[src/rtl/fetch_queue.sv]
`default_nettype none
// ============================================================================
//  Module      : fetch_queue
//  Description : Instruction-fetch front end. Owns the PC, issues requests to a
//                synchronous instruction memory, buffers returned instructions
//                in a DEPTH-entry FIFO and hands them to decode over a
//                valid/ready handshake along with PC+2. Redirects flush the
//                queue and any in-flight fetch; a halt opcode stops fetch.
//                Optional macro FETCH_ERR_EN enables the sticky err flag.
//  Revision    : 1.0 - initial release
// ============================================================================
module fetch_queue #(
   parameter int          DEPTH    = 4,
   parameter logic [15:0] RESET_PC = 16'h0000,
   parameter logic [4:0]  HALT_OP  = 5'b00000
) (
   input  logic        clk,
   input  logic        rst,
   input  logic        redirect,
   input  logic [15:0] redirect_pc,
   output logic        imem_req,
   output logic [15:0] imem_addr,
   input  logic [15:0] imem_data,
   output logic        id_valid,
   input  logic        id_ready,
   output logic [15:0] id_instr,
   output logic [15:0] id_pc_plus2,
   output logic        halted,
   output logic        err
);

   localparam int AW = $clog2(DEPTH);
   localparam int CW = AW + 1;

   typedef enum logic [1:0] {
      RUN    = 2'd0,
      DRAIN  = 2'd1,
      HALTED = 2'd2
   } state_t;

   state_t          state;
   state_t          state_nx;
   logic [15:0]     pc;
   logic [15:0]     addr_q;
   logic            inflight;
   logic [CW-1:0]   count;
   logic [AW-1:0]   head;
   logic [AW-1:0]   tail;
   logic [31:0]     mem [DEPTH];

   logic            live;
   logic            take_redirect;
   logic [CW-1:0]   occupancy;
   logic            issue;
   logic            push;
   logic            pop;
   logic            is_halt;
   logic [31:0]     head_entry;

   // Once halted, redirects are ignored; otherwise a redirect overrides everything.
   assign live          = (state != HALTED);
   assign take_redirect = redirect && live;

   // Credit: entries queued plus the one possibly in flight never exceed DEPTH.
   assign occupancy = count + CW'(inflight);
   assign issue     = rst && (state == RUN) && !redirect && (occupancy < CW'(DEPTH));

   // A response is only kept while still running; in DRAIN it is younger than the halt.
   assign push    = inflight && !redirect && (state == RUN);
   assign is_halt = (imem_data[15:11] == HALT_OP);

   assign id_valid   = live && (count != '0);
   assign pop        = id_valid && id_ready && !take_redirect;
   assign head_entry = mem[head];

   assign imem_req    = issue;
   assign imem_addr   = issue ? pc : 16'h0000;
   assign id_instr    = id_valid ? head_entry[31:16] : 16'h0000;
   assign id_pc_plus2 = id_valid ? head_entry[15:0]  : 16'h0000;
   assign halted      = (state == HALTED);

   // State register for the run/drain/halted controller.
   always_ff @(posedge clk or negedge rst) begin
      if (!rst) state <= RUN;
      else      state <= state_nx;
   end

   // Next state: halt push enters DRAIN; last pop in DRAIN is the halt itself.
   always_comb begin
      state_nx = state;
      case (state)
         RUN: begin
            if (push && is_halt) state_nx = DRAIN;
         end
         DRAIN: begin
            if (redirect)                          state_nx = RUN;
            else if (pop && (count == CW'(1)))     state_nx = HALTED;
         end
         HALTED: begin
            state_nx = HALTED;
         end
         default: begin
            state_nx = RUN;
         end
      endcase
   end

   // PC, in-flight flag and address of the outstanding request.
   always_ff @(posedge clk or negedge rst) begin
      if (!rst) begin
         pc       <= RESET_PC;
         addr_q   <= 16'h0000;
         inflight <= 1'b0;
      end else if (take_redirect) begin
         pc       <= redirect_pc & 16'hFFFE;
         inflight <= 1'b0;
      end else begin
         inflight <= issue;
         if (issue) begin
            pc     <= pc + 16'd2;
            addr_q <= pc;
         end
      end
   end

   // Queue pointers and occupancy; a redirect empties the queue outright.
   always_ff @(posedge clk or negedge rst) begin
      if (!rst) begin
         head  <= '0;
         tail  <= '0;
         count <= '0;
      end else if (take_redirect) begin
         head  <= '0;
         tail  <= '0;
         count <= '0;
      end else begin
         if (push) tail <= tail + AW'(1);
         if (pop)  head <= head + AW'(1);
         case ({push, pop})
            2'b10:   count <= count + CW'(1);
            2'b01:   count <= count - CW'(1);
            default: count <= count;
         endcase
      end
   end

   // Queue storage holds {instruction, address+2}; data needs no reset.
   always_ff @(posedge clk) begin
      if (push && !take_redirect) mem[tail] <= {imem_data, addr_q + 16'd2};
   end

`ifdef FETCH_ERR_EN
   // Sticky error: misaligned redirect target, or an internal pop of an empty queue.
   always_ff @(posedge clk or negedge rst) begin
      if (!rst)
         err <= 1'b0;
      else if ((take_redirect && redirect_pc[0]) || (pop && (count == '0)))
         err <= 1'b1;
   end
`else
   assign err = 1'b0;
`endif

endmodule
`default_nettype wire
[config.mk]
export PLATFORM = sky130hd
export DESIGN_NAME = fetch_queue
export DESIGN_NICKNAME = d
export VERILOG_FILES = /design/src/rtl/fetch_queue.sv
export SDC_FILE = /design/constraint.sdc
export NUM_CORES = 1
export LEC_CHECK = 0
export CORE_UTILIZATION = 40
export CTS_CLUSTER_DIAMETER = 40
export CTS_CLUSTER_SIZE = 24
export DETAILED_ROUTE_END_ITERATION = 7
export GPL_TIMING_DRIVEN = 0
export SKIP_CTS_REPAIR_TIMING = 1
export SYNTH_ARGS = -nofsm -noshare
export SYNTH_HDL_FRONTEND = slang
export SYNTH_SLANG_ARGS = --single-unit
[constraint.sdc]
create_clock -name clk -period 2.8 [get_ports clk]
set_input_delay 0.84 -clock clk [delete_from_list [all_inputs] [get_ports clk]]
set_output_delay 0.84 -clock clk [all_outputs]
set_load 0.01 [all_outputs]
==> out/summary.txt <==
CLOCK TREE
--------------------------------------------------------------------------------
Clock root cell                                                        clkbuf_16
Clock H-tree levels                                                            4
Clk sink count                                                               164
CTS clk-pin slew, worst paths                                            0.06 ns
Maximum root-to-sink buffer count                                              2
TritonCTS clock tree                                                        done
Total clock buffers created by CTS                                            17
Clock latency on the worst-skew pair                                     0.42 ns

TIMING
--------------------------------------------------------------------------------
Count of final max-slew check failures                                         0
Maximum clock frequency                                                0.338 GHz
Setup slack of the critical path after layout                          -0.159 ns
Share of the clock period used by the worst path after layout               106%
Finish-stage setup viols                                                      11
Unrepaired setup endpoints after global routing                             true
Pin slew with the least headroom to its limit                           0.867 ns
Time the final worst path needs with I/O delays and setup                2.96 ns
Hold violation total from the final report                                     0
TNS Setup                                                              -0.594 ns
Final clock skew                                                      0.00802 ns
Relative slew slack                                                        42.2%
Fin Hold WS                                                             0.336 ns

DRT
--------------------------------------------------------------------------------
Initial drt markers                                                          300
Router iterations before antenna repair                                        4
Number of vias per cell after detailed routing                              5.28
Avg WL per Cell                                                          18.3 um
Antenna-violating nets left                                                    0
Total routed wirelength                                                  15.5 mm
Via total after detailed routing                                            4479
DRC viols                                                                      0

SYNTHESIS
--------------------------------------------------------------------------------
Ys flop type                                                            edfxtp_1
Async set-or-reset flop fraction in the synthesized netlist                24.4%
Register bit total from synthesis                                            164
Share of the yosys chip area belonging to registers                        66.7%
Mapped Area                                                            7080 um^2
Leading area contributor after synthesis                                edfxtp_1
Post-synthesis cell count                                                    459
Number of distinct library cells after synthesis                              50
Number of enable-type register cells in the synthesized netlist              124
Count of warnings emitted by yosys                                             0
Synth Area per Inst                                                    15.4 um^2
Cell types occupying the most area after synthesis                  edfxtp_1, dfrtp_1, mux4_2
Area fraction of the dominant cell type after synthesis                    52.6%

DIE
--------------------------------------------------------------------------------
Starting density of the core                                               41.0%
Site row count                                                                48
Die boundary height                                                       135 um
Area inside the core boundary                                         17300 um^2
Ports                                                                         88
Total Die Area                                                        18200 um^2
Die boundary width                                                        135 um

POWER
--------------------------------------------------------------------------------
Net switching component of the power                                     1.09 mW
Power share of the combinational group                                      5.6%
Clock network fraction of total power                                      43.2%
Register share of total power                                              51.2%
Fraction of power spent switching nets                                     21.0%
Post-route total power                                                   5.16 mW
Power Dens Cells                                                     546 nW/um^2
Internal power                                                           4.08 mW
Max VDD drop                                                            0.440 mV
Leakage power                                                            4.06 nW

PLACEMENT
--------------------------------------------------------------------------------
Final HPWL DP                                                            9.62 mm
Cell Count Post-Placement                                                    769
Final weighted congestion in routability-driven placement                  0.867
Placed cell areas                                                      8210 um^2
IO Port Bufs                                                                  82

OUTCOME
--------------------------------------------------------------------------------
Violations in the final reports                                     negative setup slack
Result of the run                                                   complete, but fails checks

GRT
--------------------------------------------------------------------------------
Maximum number of pins on one net before global-route repair                  33
Global routing usage summed across all routing layers                      17.3%
Overall overflow remaining after global route                                  0
First-pass GRT wire length                                               23.3 mm
Vias in the first global route                                              4379
Number of antenna violations at the first check in global routing              0

WORST SETUP PATH
--------------------------------------------------------------------------------
Biggest fanout along the worst timing path                                     7
Arrival time of data at the critical path endpoint                       2.12 ns
Nature of the critical path endpoint                                  output pin
Logic depth of the worst register-to-register path                             2
Data required time at the worst endpoint                                 1.96 ns
R2R Path Start                                                          state[1]
Reg-to-reg critical path endpoint                                      mem[3][6]
Crit path launch type                                                   register
Worst setup path category                                           register to output pin
Setup slack, reg-to-reg                                                  0.58 ns

FINISH
--------------------------------------------------------------------------------
Total inserted antenna cells                                                   0
Fin nets                                                                     657
Share of post-route cells with drive strength above 1                      35.3%
Final Non-Filler Cells                                                       848
Layout overhead on the synthesized area                                    33.6%
Count of fill cells added during filler insertion                           1411
Total non-filler cell area in the finished layout                      9460 um^2

HOLD PATH
--------------------------------------------------------------------------------
Class of the tightest hold or removal check                         input port to async pin

FLOW RUN
--------------------------------------------------------------------------------
Maxcap violations                                                              0

## cells by family after synthesis
family	count (synthesis)	share of synthesized area, %
other	1	0.0529
flip-flops	164	66.7
adder cells (fa/ha/maj)	10	1.77
AND/OR/NAND/NOR	132	10.6
multiplexers	32	10.0
buffers and inverters	41	2.60
XOR/XNOR	22	2.83
AO/OA/AOI/OAI	57	5.49
## state kept, by name, summed over array words and instances (netlist names)
register,count
addr_q,15
count,3
head,2
inflight,1
mem,124
pc,15
state,2
tail,2
## placed cells by master (no fill, tap or decap), drive strengths merged, types with 12 or more instances in the layout
master,synthesis,layout
mux4,31,31
inv,16,18
and3,47,47
buf,13,79
a21o,15,15
dfrtp,40,40
dlymetal6s2s,0,12
clkdlybuf4s50,0,32
nor2,26,26
edfxtp,124,124
nand2,17,17
xor2,12,12
clkbuf,12,52
nand3,15,15
## critical path, cell delays in order, from the launching register on
cell	delay, ns
dfrtp_1	0.37
buf_6	0.14
buf_12	0.14
buf_6	0.12
buf_8	0.12
buf_6	0.11
mux4_2	0.40
and3_4	0.18
buf_6	0.11
## Yosys cell counts, types with 2 or more instances
library cell / n
nor3_1: 4
o21a_1: 2
nand2b_1: 2
xor2_1: 11
a31oi_1: 4
nand2_1: 16
buf_2: 6
buf_1: 2
a21oi_1: 10
dfrtp_1: 40
o22ai_1: 2
nand4_1: 9
clkbuf_1: 12
o21ai_0: 9
buf_4: 4
edfxtp_1: 124
inv_1: 15
xnor2_1: 10
ha_1: 10
and2_1: 5
o21bai_1: 2
nor2_1: 25
nand3_1: 15
or3_1: 2
a32oi_1: 2
mux4_2: 31
a21o_1: 15
nor4b_4: 2
and3_1: 47
## per-stage QoR
step                      worst slack, ns  util (%)
after global routing               -0.245      54.7
after floorplan                    0.0360         -
final                              -0.159      54.7
after CTS                           -1.27      50.8
after global placement              -2.79      47.4
after detailed placement            -1.26      47.5
## layout make-up
type	instances	area, um^2	share of cell area [%]
timing repair buffer	131	1200	12.6
multi-input combinational	256	2390	25.2
clock buffer	19	433	4.57
tap	225	282	2.97
inverter	16	60.1	0.635
sequential	164	4730	49.9
buffer	25	245	2.59
clock inverter	12	133	1.40
## power by group through the flow
| stage | clock (mW) | combinational [mW] | sequential [mW] |
|---|---|---|---|
| finish | 2.23 | 0.290 | 2.64 |
| CTS | 2.27 | 0.215 | 2.64 |
| global placement | 0 | 0.205 | 2.69 |
| global route | 2.36 | 0.321 | 2.64 |
| detailed placement | 0 | 0.214 | 2.69 |
| floorplan | 0 | 0.102 | 2.69 |
## how the worst max path moves through the flow
stage,from,to,slack (ns),depth (start not counted)
2_1_floorplan,redirect,imem_addr[10],0.04,5
3_3_place_gp,rst,imem_addr[10],-2.79,6
3_5_place_dp,rst,imem_addr[10],-1.26,7
4_1_cts,rst,imem_addr[10],-1.27,7
5_1_grt,head[0],id_pc_plus2[7],-0.25,8
6_report,head[0],id_pc_plus2[7],-0.16,8
## per-layer routing
| layer | track usage, % | wire length, um |
|---|---|---|
| met5 | 0 | 0 |
| met4 | 5.99 | 259 |
| met3 | 3.90 | 739 |
| met2 | 28.2 | 7750 |
| met1 | 22.9 | 6780 |
No activity file was read; power rests on OpenSTA's default activity.
